--- config.mk ---
export PLATFORM = sky130hd
export DESIGN_NAME = matrix_result_collector
export DESIGN_NICKNAME = d
export VERILOG_FILES = /design/src/rtl/matrix_result_collector.sv
export SDC_FILE = /design/constraint.sdc
export NUM_CORES = 1
export LEC_CHECK = 0
export ABC_AREA = 1
export CAP_MARGIN = 40
export CELL_PAD_IN_SITES_DETAIL_PLACEMENT = 0
export CELL_PAD_IN_SITES_GLOBAL_PLACEMENT = 1
export CORE_ASPECT_RATIO = 1.4
export CORE_MARGIN = 5
export CORE_UTILIZATION = 49
export CTS_BUF_LIST = sky130_fd_sc_hd__clkbuf_4
export DETAILED_ROUTE_END_ITERATION = 6
export DONT_BUFFER_PORTS = 1
export PLACE_DENSITY = 0.8
export SYNTH_ARGS = -nofsm -noshare
export SYNTH_HDL_FRONTEND = slang
export SYNTH_SLANG_ARGS = --single-unit
--- constraint.sdc ---
create_clock -name clk -period 21.1 [get_ports clk]
set_input_delay 4.22 -clock clk [delete_from_list [all_inputs] [get_ports clk]]
set_output_delay 4.22 -clock clk [all_outputs]
set_load 0.01 [all_outputs]
--- src/rtl/matrix_result_collector.sv ---
// matrix_result_collector: consumer end of the sequential multiplier's result
// interface. Captures strobed result words into an M x M store (last write
// wins). When the producer signals done, it streams the whole matrix out in
// row-major order and then pulses stream_done.
//
// Handshakes: on the input side a word is taken on the first cycle z_stb is
// sampled high in S_COLLECT and answered with a one-cycle z_ack. The strobe
// must then be sampled low before another word can be taken. On the output
// side an element transfers on every cycle where out_stb and out_ack are both
// high. While out_stb is high and out_ack is low, out_data/out_i/out_j hold.
module matrix_result_collector #(
  parameter int M  = 4,
  parameter int DW = 32,
  parameter int IW = (M > 1) ? $clog2(M) : 1
) (
  input  logic          clk,
  input  logic          rst,
  input  logic [DW-1:0] z_in,
  input  logic [IW-1:0] z_i,
  input  logic [IW-1:0] z_j,
  input  logic          z_stb,
  output logic          z_ack,
  input  logic          mult_done,
  input  logic          clear,
  output logic [DW-1:0] out_data,
  output logic [IW-1:0] out_i,
  output logic [IW-1:0] out_j,
  output logic          out_stb,
  input  logic          out_ack,
  output logic          stream_done,
  output logic          busy
);

  typedef enum logic [1:0] {
    S_COLLECT  = 2'd0,
    S_WAIT_LOW = 2'd1,
    S_STREAM   = 2'd2,
    S_FINISH   = 2'd3
  } state_t;

  localparam logic [IW-1:0] LAST_IDX = IW'(M - 1);

  state_t        state_q;
  logic [DW-1:0] store_q [M][M];
  logic          z_ack_q;
  logic          out_stb_q;
  logic          stream_done_q;
  logic          done_pend_q;
  logic [IW-1:0] out_i_q;
  logic [IW-1:0] out_j_q;
  logic [IW-1:0] out_i_d;
  logic [IW-1:0] out_j_d;

  logic z_in_range;
  logic wr_en;
  logic clr_en;
  logic accept;
  logic last_elem;

  // Indices outside the matrix are acknowledged but never written.
  assign z_in_range = ({{(32-IW){1'b0}}, z_i} < 32'(M)) &&
                      ({{(32-IW){1'b0}}, z_j} < 32'(M));
  assign wr_en      = (state_q == S_COLLECT) && z_stb && z_in_range;
  assign clr_en     = (state_q == S_COLLECT) && !z_stb && clear;
  assign accept     = out_stb_q && out_ack;
  assign last_elem  = (out_i_q == LAST_IDX) && (out_j_q == LAST_IDX);

  // Row-major successor of the element currently presented.
  always_comb begin
    out_i_d = out_i_q;
    out_j_d = out_j_q + IW'(1);
    if (out_j_q == LAST_IDX) begin
      out_j_d = '0;
      out_i_d = out_i_q + IW'(1);
    end
  end

  // Result store: zeroed by reset or clear, otherwise last write wins.
  always_ff @(posedge clk or posedge rst) begin
    if (rst) begin
      for (int r = 0; r < M; r++) begin
        for (int c = 0; c < M; c++) begin
          store_q[r][c] <= '0;
        end
      end
    end else if (clr_en) begin
      for (int r = 0; r < M; r++) begin
        for (int c = 0; c < M; c++) begin
          store_q[r][c] <= '0;
        end
      end
    end else if (wr_en) begin
      store_q[z_i][z_j] <= z_in;
    end
  end

  // Control FSM: capture, wait for strobe release, stream, finish pulse.
  always_ff @(posedge clk or posedge rst) begin
    if (rst) begin
      state_q       <= S_COLLECT;
      z_ack_q       <= 1'b0;
      out_stb_q     <= 1'b0;
      out_i_q       <= '0;
      out_j_q       <= '0;
      stream_done_q <= 1'b0;
      done_pend_q   <= 1'b0;
    end else begin
      case (state_q)
        S_COLLECT: begin
          if (z_stb) begin
            z_ack_q <= 1'b1;
            state_q <= S_WAIT_LOW;
            // A done pulse that loses on priority is remembered, not dropped.
            if (mult_done) done_pend_q <= 1'b1;
          end else if (clear) begin
            if (mult_done) done_pend_q <= 1'b1;
          end else if (mult_done || done_pend_q) begin
            done_pend_q <= 1'b0;
            out_i_q     <= '0;
            out_j_q     <= '0;
            out_stb_q   <= 1'b1;
            state_q     <= S_STREAM;
          end
        end
        S_WAIT_LOW: begin
          z_ack_q <= 1'b0;
          if (mult_done) done_pend_q <= 1'b1;
          if (!z_stb) state_q <= S_COLLECT;
        end
        S_STREAM: begin
          if (mult_done) done_pend_q <= 1'b1;
          if (accept) begin
            if (last_elem) begin
              out_stb_q     <= 1'b0;
              out_i_q       <= '0;
              out_j_q       <= '0;
              stream_done_q <= 1'b1;
              state_q       <= S_FINISH;
            end else begin
              out_i_q <= out_i_d;
              out_j_q <= out_j_d;
            end
          end
        end
        S_FINISH: begin
          stream_done_q <= 1'b0;
          if (mult_done) done_pend_q <= 1'b1;
          state_q <= S_COLLECT;
        end
        default: state_q <= S_COLLECT;
      endcase
    end
  end

  assign z_ack       = z_ack_q;
  assign out_stb     = out_stb_q;
  assign out_i       = out_i_q;
  assign out_j       = out_j_q;
  assign out_data    = store_q[out_i_q][out_j_q];
  assign stream_done = stream_done_q;
  assign busy        = (state_q == S_STREAM) || (state_q == S_FINISH);

endmodule
# Word level (Yosys, flattened, before mapping)
# Cells that the tools add are included.
dict set report classes {
  add_sub_neg 2
  n_lt_le_gt_ge 6
  n_eq_ne 16
  mux 47
  bitwise 4
  n_reduce_logical 22
}
# operator n
set op_table {}
lappend op_table {{$mux 512} 2}
lappend op_table {{$bwmux 512} 1}
lappend op_table {{$mux 128} 3}
lappend op_table {{$bmux 128 s2} 1}
lappend op_table {{$demux 128 s2} 1}
lappend op_table {{$mux 32} 3}
lappend op_table {{$bmux 32 s2} 1}
lappend op_table {{$demux 32 s2} 1}
lappend op_table {{$mux 2} 15}
lappend op_table {{$ge 3x3->1 const B} 4}
lappend op_table {{$mux 1} 12}
lappend op_table {{$ne 2x2->1 const B} 6}
lappend op_table {{$not 2->3} 4}
lappend op_table {{$reduce_and 6->1} 2}
lappend op_table {{$reduce_and 5->1} 2}
lappend op_table {{$eq 2x2->1 const B} 4}
lappend op_table {{$pmux 1 s2} 4}
lappend op_table {{$pmux 2 s2} 2}
lappend op_table {{$pmux 2 s4} 1}
lappend op_table {{$reduce_bool 2->1} 4}
lappend op_table {{$logic_and 1x1->1} 7}
lappend op_table {{$lt 3x1->1 const B} 2}
lappend op_table {{$ne 3x3->1 const B} 2}
lappend op_table {{$add 2x1->2 const B} 2}
lappend op_table {{10 further kinds} 11}
dict set report word_totals {
  regBits 522
  elab_cells 120
}

# Longest topological paths before layout
dict set report depth {
  ltp_word 10
  ltp_mapped 10
}

# Worst setup path before layout
# Ideal clock, no wire load.
dict set report synth_path {
  kind {reg-to-output}
  from {register out_i_q[1], in the netlist out_i[1]}
  to {output port out_data[16]}
  arrival_time_ns 1.486
  required_ns 16.880
  path_slack_ns 15.394
  stages_incl_launch_ff 9
  path_cell_list {dfrtp_1 clkbuf_1 inv_2 buf_2 buf_1 nand3_1 nand3_1 nand3_1 nand2_1}
}
dict set report synth_via {
  elab_chain_cells 7
}
# item line
set synth_rtl {}
lappend synth_rtl {{start: declaration} 49} ;# logic [IW-1:0] out_i_q;
lappend synth_rtl {{start signal: assignment} 140} ;# out_i_q <= out_i_d;
lappend synth_rtl {{$not 2->3 (implied by the code)} 159} ;# assign out_data = store_q[out_i_q][out_j_q];
lappend synth_rtl {{$bmux 128 s2} 159}
lappend synth_rtl {{$mux 128 (implied by the code) (2 in a row)} 159}
lappend synth_rtl {{$bmux 32 s2} 159}
lappend synth_rtl {{$mux 32 (implied by the code) (2 in a row)} 159}
lappend synth_rtl {{end: declaration} 25} ;# output logic [DW-1:0] out_data,
# No other way between the ends. The select of a mux whose other input is x is not followed.

# Worst setup path after layout
dict set report layout_path {
  from {register out_i_q[0], in the netlist out_i[0]}
  to {output port out_data[14]}
}
# The elaborated chain is that of the path after synthesis.

==> qor.csv <==
stage;metric;value;unit
global_route;initial antenna violation count;2;
run;Max Cap Viol;0;
critical_path;Crit Path Class;reg -> out;
routing;DR pass1 iterations;6;
sta;max_slew headroom;0.381;
critical_path;CP cell instances;buf_4 -> buf_16 -> buf_4 -> buf_12 -> nand2_1 -> o21ai_0 -> nand2_1 -> nand3_1 -> nand3_1 -> nand2_1;
place;Final Wtd Congestion;0.831;
power_and_ir_drop;Power Density;130;nW/um^2
synth;Synth Area in Adders;0.000933;
critical_path;Reg2Reg Depth;7;
synth;register area share after synthesis;0.487;
floorplanning;Die Area;59600;sq um
routing;DR vias;24529;
critical_path;worst reg2reg path startpoint;state_q[1];
synth;synthesized area per cell;7.36;sq um
global_route;first-pass GRT wire length;144000;um
sta;Hold Vio Cnt, Final;0;
power_and_ir_drop;combinational power share;0.387;
power_and_ir_drop;total power draw;0.00377;W
floorplanning;die height;287;um
critical_path;Crit-path slowest cell;dfrtp_4;
floorplanning;IO Pins;82;
final_layout;Final nets;3635;
global_route;total grt overflow;0;
synth;Compound-Gate Fraction of Synth Area;0.0844;
status;status;complete, no violations;
synth;Post-Syn Area;26800;sq um
critical_path;r2r endpoint;store_q[39];
synth;mux cell area share after synthesis;0;
synth;post-synthesis simple-gate area fraction;0.305;
routing;Routed wire per std cell;21.3;um
final_layout;final core occ;0.535;
final_layout;synthesis-to-finish area growth;8.24;%
power_and_ir_drop;maximum VDD drop;118;uV
floorplanning;Starting Density;0.495;
synth;largest family of logic cells by synthesized area;simple AND/OR/NAND/NOR gates;
clocking;Root Driver;clkbuf_4;
hold_path;Tightest Hold Check Type;reg -> reg;
place;dpl ws;13.75;ns
critical_path;CP required;16.88;ns
sta;Finish-stage setup viols;0;
critical_path;Crit path top cell by count;nand2_1;
clocking;# H-tree levels;4;
critical_path;startpoint types;flop;
critical_path;CP Capture Point;out_data[14];
sta;Slew @ Worst Pin;0.925;ns
clocking;total CTS buffers;139;
critical_path;biggest cell delay along the critical path;0.88;ns
sta;final cycle utilization of the critical path;0.393;
synth;synthesized net count;3686;
sta;Achievable Freq;121;MHz
power_and_ir_drop;Sw Ratio;0.426;
routing;antenna viol nets, final;0;
global_route;vias in the first global route;24301;
final_layout;Finished Cell Area;29000;sq um
power_and_ir_drop;Clock power frac;0.244;
sta;Final Slew Violations;0;
clocking;Post-CTS Setup Bufs;0;
power_and_ir_drop;Sequential Power Share;0.369;
power_and_ir_drop;Psw;0.00161;W
synth;Post-Synth XOR/XNOR Area;0;
clocking;CTS tree;done;
sta;Final Skew;0.0442;ns
clocking;clock-pin slew on the worst setup and hold paths;0.06;ns
critical_path;largest fanout on the critical path;59;
sta;slack of the critical path;12.80;ns
clocking;# resized after CTS;0;
clocking;clk buf depth;3;
floorplanning;Rows;101;
routing;final WL;94100;um
place;port bufs;0;
routing;vias per inst;5.56;
clocking;worst skew pair latency;0.90;ns
synth;Synth Instances;3642;
place;DP HPWL;54500;um
global_route;total track usage;0.312;
routing;DR iter-0 viols;2307;
sta;RSZ-0062 raised after global routing;false;
floorplanning;core area;54200;sq um
place;Area after DPL;27200;sq um
critical_path;Worst Setup SP;out_i[0];
power_and_ir_drop;P_int;0.00216;W
clocking;Hold Buf Count CTS;0;
sta;Setup TNS Final;0;ns
synth;number of synthesized register bits;522;
critical_path;CP Capture Type;output port;
global_route;pin count of the biggest net entering global routing;122;
routing;DR DRC count;0;
synth;Distinct cells, synth;31;
sta;min Tclk post-route;8.30;ns
final_layout;layout cells sized above 1;0.0970;
hold_path;hold path cells;2;
critical_path;critical path arrival;4.08;ns
floorplanning;Die X;208;um
synth;yosys warns;0;
clocking;clock sink total;522;
critical_path;FF-to-FF setup slack;18.18;ns
power_and_ir_drop;Leak Pwr;14.7;nW
synth_stat cells:
master | count | area, sq um
a21oi_1 | 2 | 10.0
a21oi_2 | 2 | 17.5
buf_1 | 29 | 109
buf_12 | 2 | 40.0
buf_2 | 105 | 526
buf_4 | 19 | 143
buf_6 | 19 | 214
clkbuf_1 | 72 | 270
clkbuf_2 | 3 | 15.0
clkinv_1 | 2 | 7.51
dfrtp_1 | 522 | 13100
ha_1 | 2 | 25.0
inv_1 | 503 | 1890
inv_2 | 20 | 75.1
nand2_1 | 1274 | 4780
nand2_2 | 3 | 18.8
nand2_4 | 11 | 124
nand3_1 | 568 | 2840
nand3_4 | 1 | 17.5
nand3b_1 | 1 | 7.51
nand4_1 | 2 | 12.5
nor2_1 | 50 | 188
nor2_2 | 2 | 12.5
nor2_4 | 3 | 33.8
nor2_8 | 7 | 140
o21ai_0 | 318 | 1590
o21ai_1 | 59 | 295
o21ai_2 | 4 | 35.0
o21ai_4 | 8 | 130
o22ai_1 | 28 | 175
o32ai_1 | 1 | 8.76
worst max-delay path: cells and delay by family (launching register included):
kind	cells	cell delay, ns
buffers and inverters	4	1.58
DFF	1	0.88
and+or+nand+nor	5	0.55
AOI/OAI and AO/OA	1	0.08
kinds of logic after synthesis:
| kind of cell | Yosys count |
|---|---|
| flops | 522 |
| compound gates | 422 |
| simple gates | 1922 |
| fa+ha+maj | 2 |
| buf+inv | 774 |
flip-flops by register name, indices dropped and copies added (netlist names):
signal       count
state_q          2
out_stb          1
out_j            2
stream_done      1
done_pend_q      1
z_ack            1
store_q        512
out_i            2
power groups by stage:
stage	combinational (W)	sequential [W]	clock, W
2_1_floorplan	0.00103	0.00136	0
3_3_place_gp	0.00137	0.00142	0
3_5_place_dp	0.00144	0.00141	0
4_1_cts	0.00145	0.00139	0.000941
5_1_grt	0.00161	0.00142	0.000989
6_report	0.00146	0.00139	0.000918
per-layer routing:
layer | wire length (um) | global-route usage | share of wire
met5 | 0 | 0 | 0
met4 | 3050 | 0.118 | 0.032
met3 | 7570 | 0.0614 | 0.080
met2 | 45800 | 0.528 | 0.49
met1 | 37700 | 0.401 | 0.40
cell usage in the layout, fill, tap and decap left out, types with 3 or more instances in the layout:
cell type,instances
buf_12,3
buf_16,12
buf_4,37
buf_8,4
clkbuf_4,218
clkinv_1,15
clkinv_2,3
dfrtp_1,518
dfrtp_4,3
inv_1,501
inv_2,25
nand2_1,1274
nand2_2,3
nand2_4,11
nand3_1,568
nor2_1,46
nor2_2,5
nor2_4,4
nor2_8,7
o21ai_0,317
o21ai_1,59
o21ai_4,13
o22ai_1,28
worst min-delay path by stage:
stage | start | slack [ns] | to
floorplan | store_q[64] | 0.45 | store_q[64]
global placement | store_q[316] | 0.46 | store_q[316]
detailed placement | store_q[369] | 0.47 | store_q[369]
CTS | store_q[151] | 0.48 | store_q[151]
global route | store_q[439] | 0.50 | store_q[439]
finish | store_q[342] | 0.48 | store_q[342]
cell type report:
type / count / area, sq um
clock inverters: 24 / 146
repair buffers: 57 / 739
diodes: 1 / 2.50
fillers: 5350 / 25200
clock buffers: 218 / 1640
flip-flops and latches: 522 / 13100
inverters: 525 / 1990
well taps: 721 / 902
multi-input cells: 2346 / 10500
metrics by stage:
step | std cells | hold WS (ns)
5_1_grt | 4414 | 0.496
6_report | 4414 | 0.480
2_1_floorplan | 3642 | 0.449
4_1_cts | 4413 | 0.482
3_3_place_gp | 4152 | 0.462
3_5_place_dp | 4171 | 0.466
Power figures use the tool's default switching activity.
